<file path="src/rtl/alu_operand_seq.sv">
// Operand sequencer for the 8-bit ALU subtractor.
// Collects two operands from a valid/ready byte stream and drives them to the subtractor.
// Registers the result with status flags and offers it downstream.
// Only one operation is in flight at a time.
module alu_operand_seq #(
    parameter int unsigned WIDTH = 8,
    parameter int unsigned CNT_W = 16
) (
    input  logic             clk_i,
    input  logic             rst_i,
    input  logic [WIDTH-1:0] in_data_i,
    input  logic             in_valid_i,
    output logic             in_ready_o,
    output logic [WIDTH-1:0] data0_o,
    output logic [WIDTH-1:0] data1_o,
    input  logic [WIDTH-1:0] sub_result_i,
    output logic [WIDTH-1:0] res_data_o,
    output logic             res_borrow_o,
    output logic             res_ovf_o,
    output logic             res_zero_o,
    output logic             res_valid_o,
    input  logic             res_ready_i,
    output logic [CNT_W-1:0] op_count_o
);

    typedef enum logic [1:0] {
        StLoadA,
        StLoadB,
        StExec,
        StOut
    } state_e;

    state_e state_q, state_d;

    logic [WIDTH-1:0] data0_q, data0_d;
    logic [WIDTH-1:0] data1_q, data1_d;
    logic [WIDTH-1:0] res_data_q, res_data_d;
    logic             borrow_q, borrow_d;
    logic             ovf_q, ovf_d;
    logic             zero_q, zero_d;
    logic             res_valid_q, res_valid_d;
    logic [CNT_W-1:0] op_count_q, op_count_d;

    logic in_ready;
    logic in_hs;
    logic out_hs;

    // State register
    always_ff @(posedge clk_i) begin
        if (rst_i) begin
            state_q <= StLoadA;
        end else begin
            state_q <= state_d;
        end
    end

    // Next-state logic
    always_comb begin
        state_d = state_q;
        unique case (state_q)
            StLoadA: if (in_hs)  state_d = StLoadB;
            StLoadB: if (in_hs)  state_d = StExec;
            StExec:              state_d = StOut;
            StOut:   if (out_hs) state_d = StLoadA;
            default:             state_d = StLoadA;
        endcase
    end

    // FSM outputs: ready depends only on state, never on res_ready_i
    always_comb begin
        in_ready = (state_q == StLoadA) || (state_q == StLoadB);
        in_hs    = in_ready && in_valid_i;
        out_hs   = (state_q == StOut) && res_valid_q && res_ready_i;
    end

    // Datapath next-state: operand latches, result capture and completion counter
    always_comb begin
        data0_d     = data0_q;
        data1_d     = data1_q;
        res_data_d  = res_data_q;
        borrow_d    = borrow_q;
        ovf_d       = ovf_q;
        zero_d      = zero_q;
        res_valid_d = res_valid_q;
        op_count_d  = op_count_q;
        if (in_hs && (state_q == StLoadA)) begin
            data0_d = in_data_i;
        end
        if (in_hs && (state_q == StLoadB)) begin
            data1_d = in_data_i;
        end
        if (state_q == StExec) begin
            res_data_d  = sub_result_i;
            borrow_d    = data0_q < data1_q;
            zero_d      = sub_result_i == '0;
            // Signed overflow: operands differ in sign and result sign differs from minuend
            ovf_d       = (data0_q[WIDTH-1] != data1_q[WIDTH-1]) &&
                          (sub_result_i[WIDTH-1] != data0_q[WIDTH-1]);
            res_valid_d = 1'b1;
        end
        if (out_hs) begin
            res_valid_d = 1'b0;
            op_count_d  = op_count_q + 1'b1;
        end
    end

    // Datapath registers
    always_ff @(posedge clk_i) begin
        if (rst_i) begin
            data0_q     <= '0;
            data1_q     <= '0;
            res_data_q  <= '0;
            borrow_q    <= 1'b0;
            ovf_q       <= 1'b0;
            zero_q      <= 1'b0;
            res_valid_q <= 1'b0;
            op_count_q  <= '0;
        end else begin
            data0_q     <= data0_d;
            data1_q     <= data1_d;
            res_data_q  <= res_data_d;
            borrow_q    <= borrow_d;
            ovf_q       <= ovf_d;
            zero_q      <= zero_d;
            res_valid_q <= res_valid_d;
            op_count_q  <= op_count_d;
        end
    end

    assign in_ready_o   = in_ready;
    assign data0_o      = data0_q;
    assign data1_o      = data1_q;
    assign res_data_o   = res_data_q;
    assign res_borrow_o = borrow_q;
    assign res_ovf_o    = ovf_q;
    assign res_zero_o   = zero_q;
    assign res_valid_o  = res_valid_q;
    assign op_count_o   = op_count_q;

endmodule
</file>
<file path="config.mk">
export PLATFORM = sky130hd
export DESIGN_NAME = alu_operand_seq
export DESIGN_NICKNAME = d
export VERILOG_FILES = /design/src/rtl/alu_operand_seq.sv
export SDC_FILE = /design/constraint.sdc
export NUM_CORES = 1
export LEC_CHECK = 0
export ABC_AREA = 1
export BUFFER_PORTS_ARGS = -buffer_cell sky130_fd_sc_hd__buf_4
export CAP_MARGIN = 20
export CELL_PAD_IN_SITES_DETAIL_PLACEMENT = 2
export CELL_PAD_IN_SITES_GLOBAL_PLACEMENT = 2
export CORE_ASPECT_RATIO = 0.6
export CORE_MARGIN = 10
export CORE_UTILIZATION = 31
export CTS_BUF_LIST = sky130_fd_sc_hd__clkbuf_4 sky130_fd_sc_hd__clkbuf_8
export DETAILED_ROUTE_END_ITERATION = 8
export GPL_ROUTABILITY_DRIVEN = 0
export PLACE_DENSITY = 0.95
export SLEW_MARGIN = 30
export SYNTH_ARGS = -nofsm -noshare
export SYNTH_HDL_FRONTEND = slang
export SYNTH_SLANG_ARGS = --single-unit
</file>
<file path="constraint.sdc">
create_clock -name clk_i -period 2.8 [get_ports clk_i]
set_clock_uncertainty 0.2 [all_clocks]
set_input_delay 0.14 -clock clk_i [delete_from_list [all_inputs] [get_ports clk_i]]
set_output_delay 0.14 -clock clk_i [all_outputs]
set_load 0.02 [all_outputs]
</file>
==> results.py, run 1 <==
metrics = {
    "status": {
        "status": "complete, no violations",
    },
    "clock_tree": {
        "clockBufferDepth": 2,
        "numCtsBuffers": 5,
        "cts_resized": 0,
        "cts_htree_levels": 2,
        "cts_tree": "done",
        "cts_hold_buf": 20,
        "clk-insertion-delay-late_ns": 0.32,
        "postCtsSetupRepairBufs": 0,
        "cts.sinks": 46,
        "cts-root-buf": "clkbuf_8",
        "clkTransAtPathRegs_ns": 0.11,
    },
    "pwr": {
        "power_density_nw_per_um2": 828,
        "power.total_uw": 2460,
        "power_leakage_uw": 0.00135,
        "max-vdd-ir-drop_mv": 0.330,
    },
    "final_layout": {
        "stdcell_area_sq_um": 2970,
        "antenna_cells": 0,
        "final_cell_mix": "buf_4, nor2_1, dfxtp_1",
        "layout_commonest_cell": "buf_4",
        "area_growth_pct": 41.1,
        "drive_gt1_share_pct": 24.1,
        "final_nets": 392,
        "fill_cells": 742,
    },
    "detailed_routing": {
        "via_per_inst": 5.11,
        "firstDrtPassIters": 4,
        "initialDrtViolationCount": 150,
        "routedWlPerCell_um": 23.0,
        "drtAntennaViolNets": 0,
        "wl_mm": 10.3,
        "drc_errors": 0,
        "num_vias": 2288,
    },
    "synthesis": {
        "syn-num-nets": 309,
        "yosys.area_share.simple_pct": 24.7,
        "synth.distinct_cells": 28,
        "yosys-top-cells-area": "dfxtp_1, nor2_1, ha_1",
        "syn_area_per_cell_sq_um": 7.60,
        "yosysWarningCount": 0,
        "synthAdderAreaFrac_pct": 7.13,
        "seq_area_frac_synth_pct": 43.7,
        "synth_cells": 277,
        "synth_compound_area_share_pct": 15.9,
        "synth_top_area_cell": "dfxtp_1",
        "synth_xor_area_share_pct": 0.832,
        "syn_area_sq_um": 2110,
        "synth_top_cell_area_share_pct": 43.7,
        "synth_top_family_by_area": "simple AND/OR/NAND/NOR gates",
        "synth_mux_area_share_pct": 0,
        "ys_ff_latch": 46,
    },
    "floorplanning": {
        "initial_core_util_pct": 31.7,
        "rows": 23,
        "die_x_um": 126,
        "die_y_um": 83.8,
        "die_area_sq_um": 10600,
        "coreArea_sq_um": 6650,
        "io_pins": 65,
    },
    "timing": {
        "finalSetupViolCount": 0,
        "relSlewSlack_pct": 59.1,
        "min_period_over_period_pct": 93.2,
        "slew_viol_final": 0,
        "worst_pin_slew_ns": 0.613,
        "finalSetupTns_ns": 0,
        "hold_viol_final": 0,
        "max_freq_mhz": 383,
        "fin_crit_ns": 2.61,
        "rsz0062_at_grt": "false",
    },
    "hold_path": {
        "hold_depth": 3,
        "hp-class": "in -> reg",
        "min_to": "data1_o[7]$_SDFFE_PP0P_",
        "hp-start": "in_data_i[7]",
    },
    "placement": {
        "placed_cell_area_sq_um": 2660,
        "port_buffers": 64,
        "hpwl_mm": 6.07,
    },
    "critical_path": {
        "cp_data_required_time_ns": 2.85,
        "reg2regPathDepth": 7,
        "cp-startpoint": "state_q[0]$_SDFFE_PP0P_",
        "r2r_end": "res_zero_o$_SDFFE_PP0P_",
        "r2r_slack_ns": 0.19,
        "cp_data_arrival_time_ns": 2.66,
        "cp-start-kind": "flop",
        "crit_path_max_fanout": 13,
        "r2r-start": "state_q[0]$_SDFFE_PP0P_",
        "path_class": "reg -> reg",
        "end_kind": "flop",
    },
    "grt": {
        "grt_max_degree": 40,
        "track_usage_pct": 19.3,
        "grt_pass1_vias": 2652,
        "antenna_found_initial": 0,
        "grt-ovfl-total": 0,
        "grt_pass1_wl_mm": 16.4,
    },
    "job": {
        "drv_cap": 0,
    },
}
power breakdown:
| part | switching (uW) | leakage (uW) | internal, uW |
|---|---|---|---|
| logic | 658 | 0.000919 | 364 |
| clock network | 269 | 0.0000585 | 269 |
| registers | 116 | 0.000375 | 783 |
| total | 1040 | 0.00135 | 1420 |
per-layer routing:
layer	GRT usage (%)	up-vias	part of all wire, %
li1	-	1062	-
met5	0	-	0
met4	6.49	0	2.2
met1	23.2	1146	44
met2	33.5	67	50
met3	3.68	13	4.1
synth_stat cells:
cell type  count
nor2_1        47
dfxtp_1       46
nand2_1       40
inv_1         29
a21oi_1       26
o21ai_0       25
o21ai_1       13
ha_1          12
nand3_1        5
clkbuf_1       4
inv_2          4
nor3_1         4
buf_2          3
nand2_2        2
nand3_4        2
nor2_4         2
xor2_1         2
a31oi_1        1
buf_4          1
nand2_4        1
nand3_2        1
nand4_1        1
nor2_2         1
nor2_8         1
nor3b_2        1
nor4_1         1
o31a_1         1
or2_1          1
state kept, by name (all words and copies together), names as in the netlist:
name,count
data0_o,8
data1_o,8
op_count_o,16
res_borrow_o,1
res_data_o,8
res_ovf_o,1
res_valid_o,1
res_zero_o,1
state_q,2
worst max-delay path, cell delays in order (launching register included):
cell and delay, ns:
dfxtp_1 0.37, inv_1 0.13, ha_1 0.49, inv_1 0.31, nor2_1 0.24, nand3_1 0.10, dlygate4sd3_1 0.56, a21oi_1 0.14
worst max-delay path by stage:
stage                     slack, ns                      end
after CTS                      0.26  res_zero_o$_SDFFE_PP0P_
after detailed placement       0.89  res_zero_o$_SDFFE_PP0P_
after floorplan                1.19  state_q[0]$_SDFFE_PP0P_
after global routing           0.04  res_zero_o$_SDFFE_PP0P_
after global placement         1.06  res_zero_o$_SDFFE_PP0P_
final                          0.19  res_zero_o$_SDFFE_PP0P_
per-stage QoR:
step                      setup WS (ns)  hold slack (ns)  utilization [%]  instances
final                             0.191          0.00329             44.7        448
after global routing             0.0424           0.0381             44.7        448
after CTS                         0.256           0.0129             44.7        448
after detailed placement          0.892            0.192             40.0        420
after global placement             1.06            0.185             40.0        420
after floorplan                    1.19           0.0749                -        277
kinds of logic after synthesis:
kind of cell    after synthesis
xor+xnor                      2
fa+ha+maj                    12
simple gates                110
flops                        46
buf+inv                      41
compound gates               66
cell type report:
type                            instances  area [sq um]  share of cell area [%]
Clock buffer                            5          68.8                    2.32
Clock inverter                          3          43.8                    1.47
Inverter                               33           124                    4.17
Multi-Input combinational cell        190          1020                    34.5
Sequential cell                        46           921                    31.0
Tap cell                               87           109                    3.66
Timing Repair Buffer                   84           681                    22.9
No activity file was read; power rests on OpenSTA's default activity.
==> run 2: changes to the inputs <==
Settings changed: CORE_MARGIN 10 to not set.
==> results.py, run 2 (same netlist as run 1, synthesis figures left out) <==
metrics = {
    "critical_path": {
        "crit_family": "buffers and inverters",
        "r2r_end": "data1_o[0]$_SDFFE_PP0P_",
        "r2r-start": "state_q[1]$_SDFFE_PP0P_",
        "end_kind": "flop",
        "cp-start-kind": "flop",
        "reg2regPathDepth": 6,
        "crit_path_max_fanout": 15,
        "cp_num_cells": 6,
        "cp_data_required_time_ns": 2.80,
        "path_class": "reg -> reg",
        "crit_path_max_incr_delay_ns": 0.54,
        "cp-startpoint": "state_q[1]$_SDFFE_PP0P_",
        "cp_slowest_cell": "dlygate4sd3_1",
        "crit_path_end": "data1_o[0]$_SDFFE_PP0P_",
        "worstPathCellList": "inv_1, ha_1, nand2_1, o21ai_0, nor2_1, dlygate4sd3_1",
        "cp.buffers_inverters": 2,
        "r2r_slack_ns": 0.47,
        "cp_data_arrival_time_ns": 2.33,
    },
    "detailed_routing": {
        "wl_mm": 10.5,
        "wirelength_met1_mm": 4.46,
        "routed-wl-met3_um": 483,
        "initialDrtViolationCount": 95,
        "via_per_inst": 5.36,
        "drtAntennaViolNets": 0,
        "drc_errors": 0,
        "highest_layer": "met4",
        "num_vias": 2375,
        "wl_met2_mm": 5.20,
        "routedWlPerCell_um": 23.7,
        "firstDrtPassIters": 4,
    },
    "grt": {
        "grt_max_degree": 40,
        "grt_pass1_wl_mm": 16.1,
        "track_usage_pct": 31.3,
        "antenna_found_initial": 0,
        "grt-ovfl-total": 0,
        "grt_pass1_vias": 2626,
    },
    "timing": {
        "finalSetupViolCount": 0,
        "hold_viol_final": 0,
        "worst_pin_slew_ns": 0.670,
        "min_period_over_period_pct": 83.2,
        "max_freq_mhz": 429,
        "hold_slack_ns": 0.112,
        "slew_viol_final": 0,
        "relSlewSlack_pct": 55.3,
        "rsz0062_at_grt": "false",
        "fin_crit_ns": 2.33,
        "finalSetupTns_ns": 0,
    },
    "final_layout": {
        "largest_reg_flops": 16,
        "stdcell_area_sq_um": 2940,
        "drive_gt1_share_pct": 24.2,
        "area_growth_pct": 39.6,
        "final_cell_mix": "buf_4, nor2_1, dfxtp_1",
        "instances_no_fill": 443,
        "final_nets": 390,
        "layout_commonest_cell": "buf_4",
        "antenna_cells": 0,
    },
    "floorplanning": {
        "die_area_sq_um": 7140,
        "coreArea_sq_um": 6330,
        "rows": 22,
        "die_x_um": 108,
        "initial_core_util_pct": 33.3,
        "die_y_um": 65.8,
        "io_pins": 65,
    },
    "clock_tree": {
        "cts_htree_levels": 2,
        "clockBufferDepth": 2,
        "cts-root-buf": "clkbuf_8",
        "cts_tree": "done",
        "clk-insertion-delay-late_ns": 0.32,
        "cts.sinks": 46,
        "numCtsBuffers": 5,
        "clkTransAtPathRegs_ns": 0.09,
    },
    "status": {
        "status": "complete, no violations",
    },
    "hold_path": {
        "hp-start": "res_ready_i",
        "hp-class": "in -> reg",
    },
    "pwr": {
        "power_density_nw_per_um2": 835,
        "power_leakage_uw": 0.00134,
        "max-vdd-ir-drop_mv": 0.276,
    },
    "placement": {
        "port_buffers": 64,
        "hpwl_mm": 5.77,
        "placed_cell_area_sq_um": 2650,
        "dp_cells": 417,
    },
    "job": {
        "drv_cap": 0,
    },
}
run 2: cell types whose count changed in the layout (fill, tap and decap cells not counted):
cell,previous run,this run
clkinv_4,0,1
bufinv_16,1,0
clkinv_2,1,0
inv_6,1,0
dlygate4sd3_1,20,18
clkbuf_8,5,7
run 2: worst min path at each step:
stage | endpoint | slack [ns] | depth (start not counted)
after floorplan | res_data_o[0]$_SDFFE_PP0P_ | 0.07 | 2
after global placement | res_data_o[1]$_SDFFE_PP0P_ | 0.18 | 3
after detailed placement | res_data_o[1]$_SDFFE_PP0P_ | 0.19 | 3
after CTS | op_count_o[1]$_SDFFE_PP0P_ | 0.10 | 4
after global routing | op_count_o[3]$_SDFFE_PP0P_ | 0.13 | 4
final | op_count_o[3]$_SDFFE_PP0P_ | 0.11 | 4
run 2: worst reg2reg max path, delay by kind of cell, from the launching register on:
kind,cells,cell delay [ns]
DFF,1,0.37
and+or+nand+nor,2,0.40
AOI/OAI and AO/OA,1,0.30
adders and majority gates,1,0.24
buffers and inverters,2,0.71
run 2: per-stage QoR:
step	power, uW	util [%]	setup slack, ns
6_report	2450	46.4	0.469
5_1_grt	2570	46.4	0.352
4_1_cts	2380	46.4	0.568
3_5_place_dp	1830	41.9	0.770
3_3_place_gp	1740	41.9	1.06
2_1_floorplan	1420	-	1.19
run 2: metal layers:
layer / global-route usage [%] / vias to the layer above
met5: 0 / -
met4: 13.2 / 0
met3: 5.22 / 31
met1: 37.8 / 1192
met2: 55.5 / 100
li1: - / 1052
run 2: cell type report:
class / instances / area (sq um)
multi-input combinational: 190 / 1020
tap: 84 / 105
inverter: 33 / 124
clock inverter: 1 / 8.76
fill: 719 / 3390
timing repair buffer: 82 / 661
sequential: 46 / 921
clock buffer: 7 / 96.3
run 2: timing repair:
item / 4_1_cts / 5_1_grt
setup buffers: 0 / 0
gates resized for setup: 0 / 0
hold buffers: 18 / 0
endpoints found under the hold margin: 29 / 0
run 2: power breakdown:
group	leakage, uW	internal (uW)	switching (uW)	total [uW]
registers	0.000375	783	129	912
clock network	0.0000544	227	265	493
logic	0.000911	364	686	1050
==> run 3: changes to the inputs <==
Settings changed: CORE_UTILIZATION 31 to 29, PLACE_DENSITY 0.95 to 0.92.
Clock period 2.8 ns to 2.2 ns, I/O delays scaled along.
==> results.py, run 3 (same netlist as run 1, synthesis figures left out) <==
metrics = {
    "hold_path": {
        "hp-class": "in -> reg",
    },
    "timing": {
        "final.setup.worst_slack_ns": 0.147,
        "finalSetupTns_ns": 0,
        "worst_pin_slew_ns": 0.602,
        "slew_viol_final": 0,
        "hold_viol_final": 0,
        "rsz0062_at_grt": "false",
        "max_freq_mhz": 487,
        "fin_crit_ns": 2.05,
        "relSlewSlack_pct": 59.8,
        "finalSetupViolCount": 0,
        "hold_slack_ns": 0.0431,
        "min_period_over_period_pct": 93.3,
    },
    "final_layout": {
        "antenna_cells": 0,
        "multiInputGateArea_sq_um": 1020,
        "largest_reg_flops": 16,
        "drive_gt1_share_pct": 24.2,
        "fill_cells": 762,
        "final_cell_mix": "buf_4, nor2_1, dfxtp_1",
        "layout.area.seq_sq_um": 921,
        "area_growth_pct": 41.5,
        "final_nets": 390,
        "instances_no_fill": 446,
        "layout_commonest_cell": "buf_4",
    },
    "floorplanning": {
        "io_pins": 65,
        "initial_core_util_pct": 30.7,
        "die_area_sq_um": 7620,
        "coreArea_sq_um": 6850,
        "die_x_um": 112,
        "die_y_um": 68.0,
        "rows": 23,
    },
    "pwr": {
        "max-vdd-ir-drop_mv": 0.372,
        "power.total_uw": 3190,
        "power_density_nw_per_um2": 1070,
        "power_leakage_uw": 0.00136,
    },
    "critical_path": {
        "end_kind": "flop",
        "path_class": "reg -> reg",
        "cp_data_required_time_ns": 2.25,
        "crit_path_max_fanout": 13,
        "cp-start-kind": "flop",
        "cp_data_arrival_time_ns": 2.10,
    },
    "clock_tree": {
        "clkTransAtPathRegs_ns": 0.09,
        "cts_htree_levels": 2,
        "cts.sinks": 46,
        "clockBufferDepth": 2,
        "cts-root-buf": "clkbuf_8",
        "cts_tree": "done",
        "numCtsBuffers": 5,
        "clk-insertion-delay-late_ns": 0.31,
    },
    "placement": {
        "place_ws_ns": 0.288,
        "dp_cells": 420,
        "hpwl_mm": 5.39,
        "port_buffers": 64,
    },
    "detailed_routing": {
        "firstDrtPassIters": 6,
        "num_vias": 2156,
        "via_per_inst": 4.83,
        "routedWlPerCell_um": 18.4,
        "drc_errors": 5,
        "wl_mm": 8.22,
        "initialDrtViolationCount": 67,
        "drtAntennaViolNets": 0,
    },
    "grt": {
        "track_usage_pct": 22.0,
        "grt_max_degree": 40,
        "grt-ovfl-total": 0,
        "grt_pass1_wl_mm": 12.8,
        "grt_pass1_vias": 2299,
        "antenna_found_initial": 0,
    },
    "status": {
        "violations": "design-rule violations",
        "status": "finished, violations left",
    },
    "job": {
        "drv_cap": 0,
    },
}
-- run 3: worst max-delay path: stages, from the launching register on --
cell	delay, ns
dfxtp_1	0.35
inv_1	0.13
ha_1	0.48
inv_1	0.33
nor2_1	0.26
nand3_1	0.10
a21oi_1	0.14
-- run 3: what timing repair did --
item,4_1_cts,5_1_grt
setup buffers,0,0
hold endpoints to repair,31,0
hold buffers,18,0
gates resized for setup,0,0
-- run 3: where the power goes --
group | switching, uW | leakage, uW | internal [uW]
Sequential | 137 | 0.000375 | 996
Clock | 311 | 0.0000714 | 485
Combinational | 800 | 0.000909 | 460
Total | 1250 | 0.00136 | 1940
-- run 3: area by class of cell --
class,instances,share of cell area [%]
clock buffer,6,2.77
multi-input combinational,190,34.3
inverter,33,4.16
timing repair buffer,82,22.2
tap,87,3.65
sequential,46,30.9
clock inverter,2,2.02
-- run 3: path summary, 6_finish.rpt --
check / startpoint / endpoint / slack, ns / depth (start not counted)
min: res_ready_i / op_count_o[1]$_SDFFE_PP0P_ / 0.04 / 4
max: state_q[0]$_SDFFE_PP0P_ / res_zero_o$_SDFFE_PP0P_ / 0.15 / 6
max reg2reg: state_q[0]$_SDFFE_PP0P_ / res_zero_o$_SDFFE_PP0P_ / 0.15 / 6
min reg2reg: data0_o[0]$_SDFFE_PP0P_ / data0_o[0]$_SDFFE_PP0P_ / 0.28 / 2
-- run 3: per-layer routing --
| metal | track usage [%] | vias up | share of wire [%] |
|---|---|---|---|
| met5 | 0 | - | 0 |
| met4 | 4.67 | 0 | 0.77 |
| met3 | 3.45 | 7 | 3.2 |
| met2 | 39.4 | 34 | 47 |
| met1 | 28.5 | 1060 | 49 |
| li1 | - | 1055 | - |
-- run 3: stage by stage --
stage	util [%]	area, sq um
finish	43.5	2980
global placement	38.8	2660
global route	43.5	2980
floorplan	-	2110
CTS	43.5	2980
detailed placement	38.8	2660
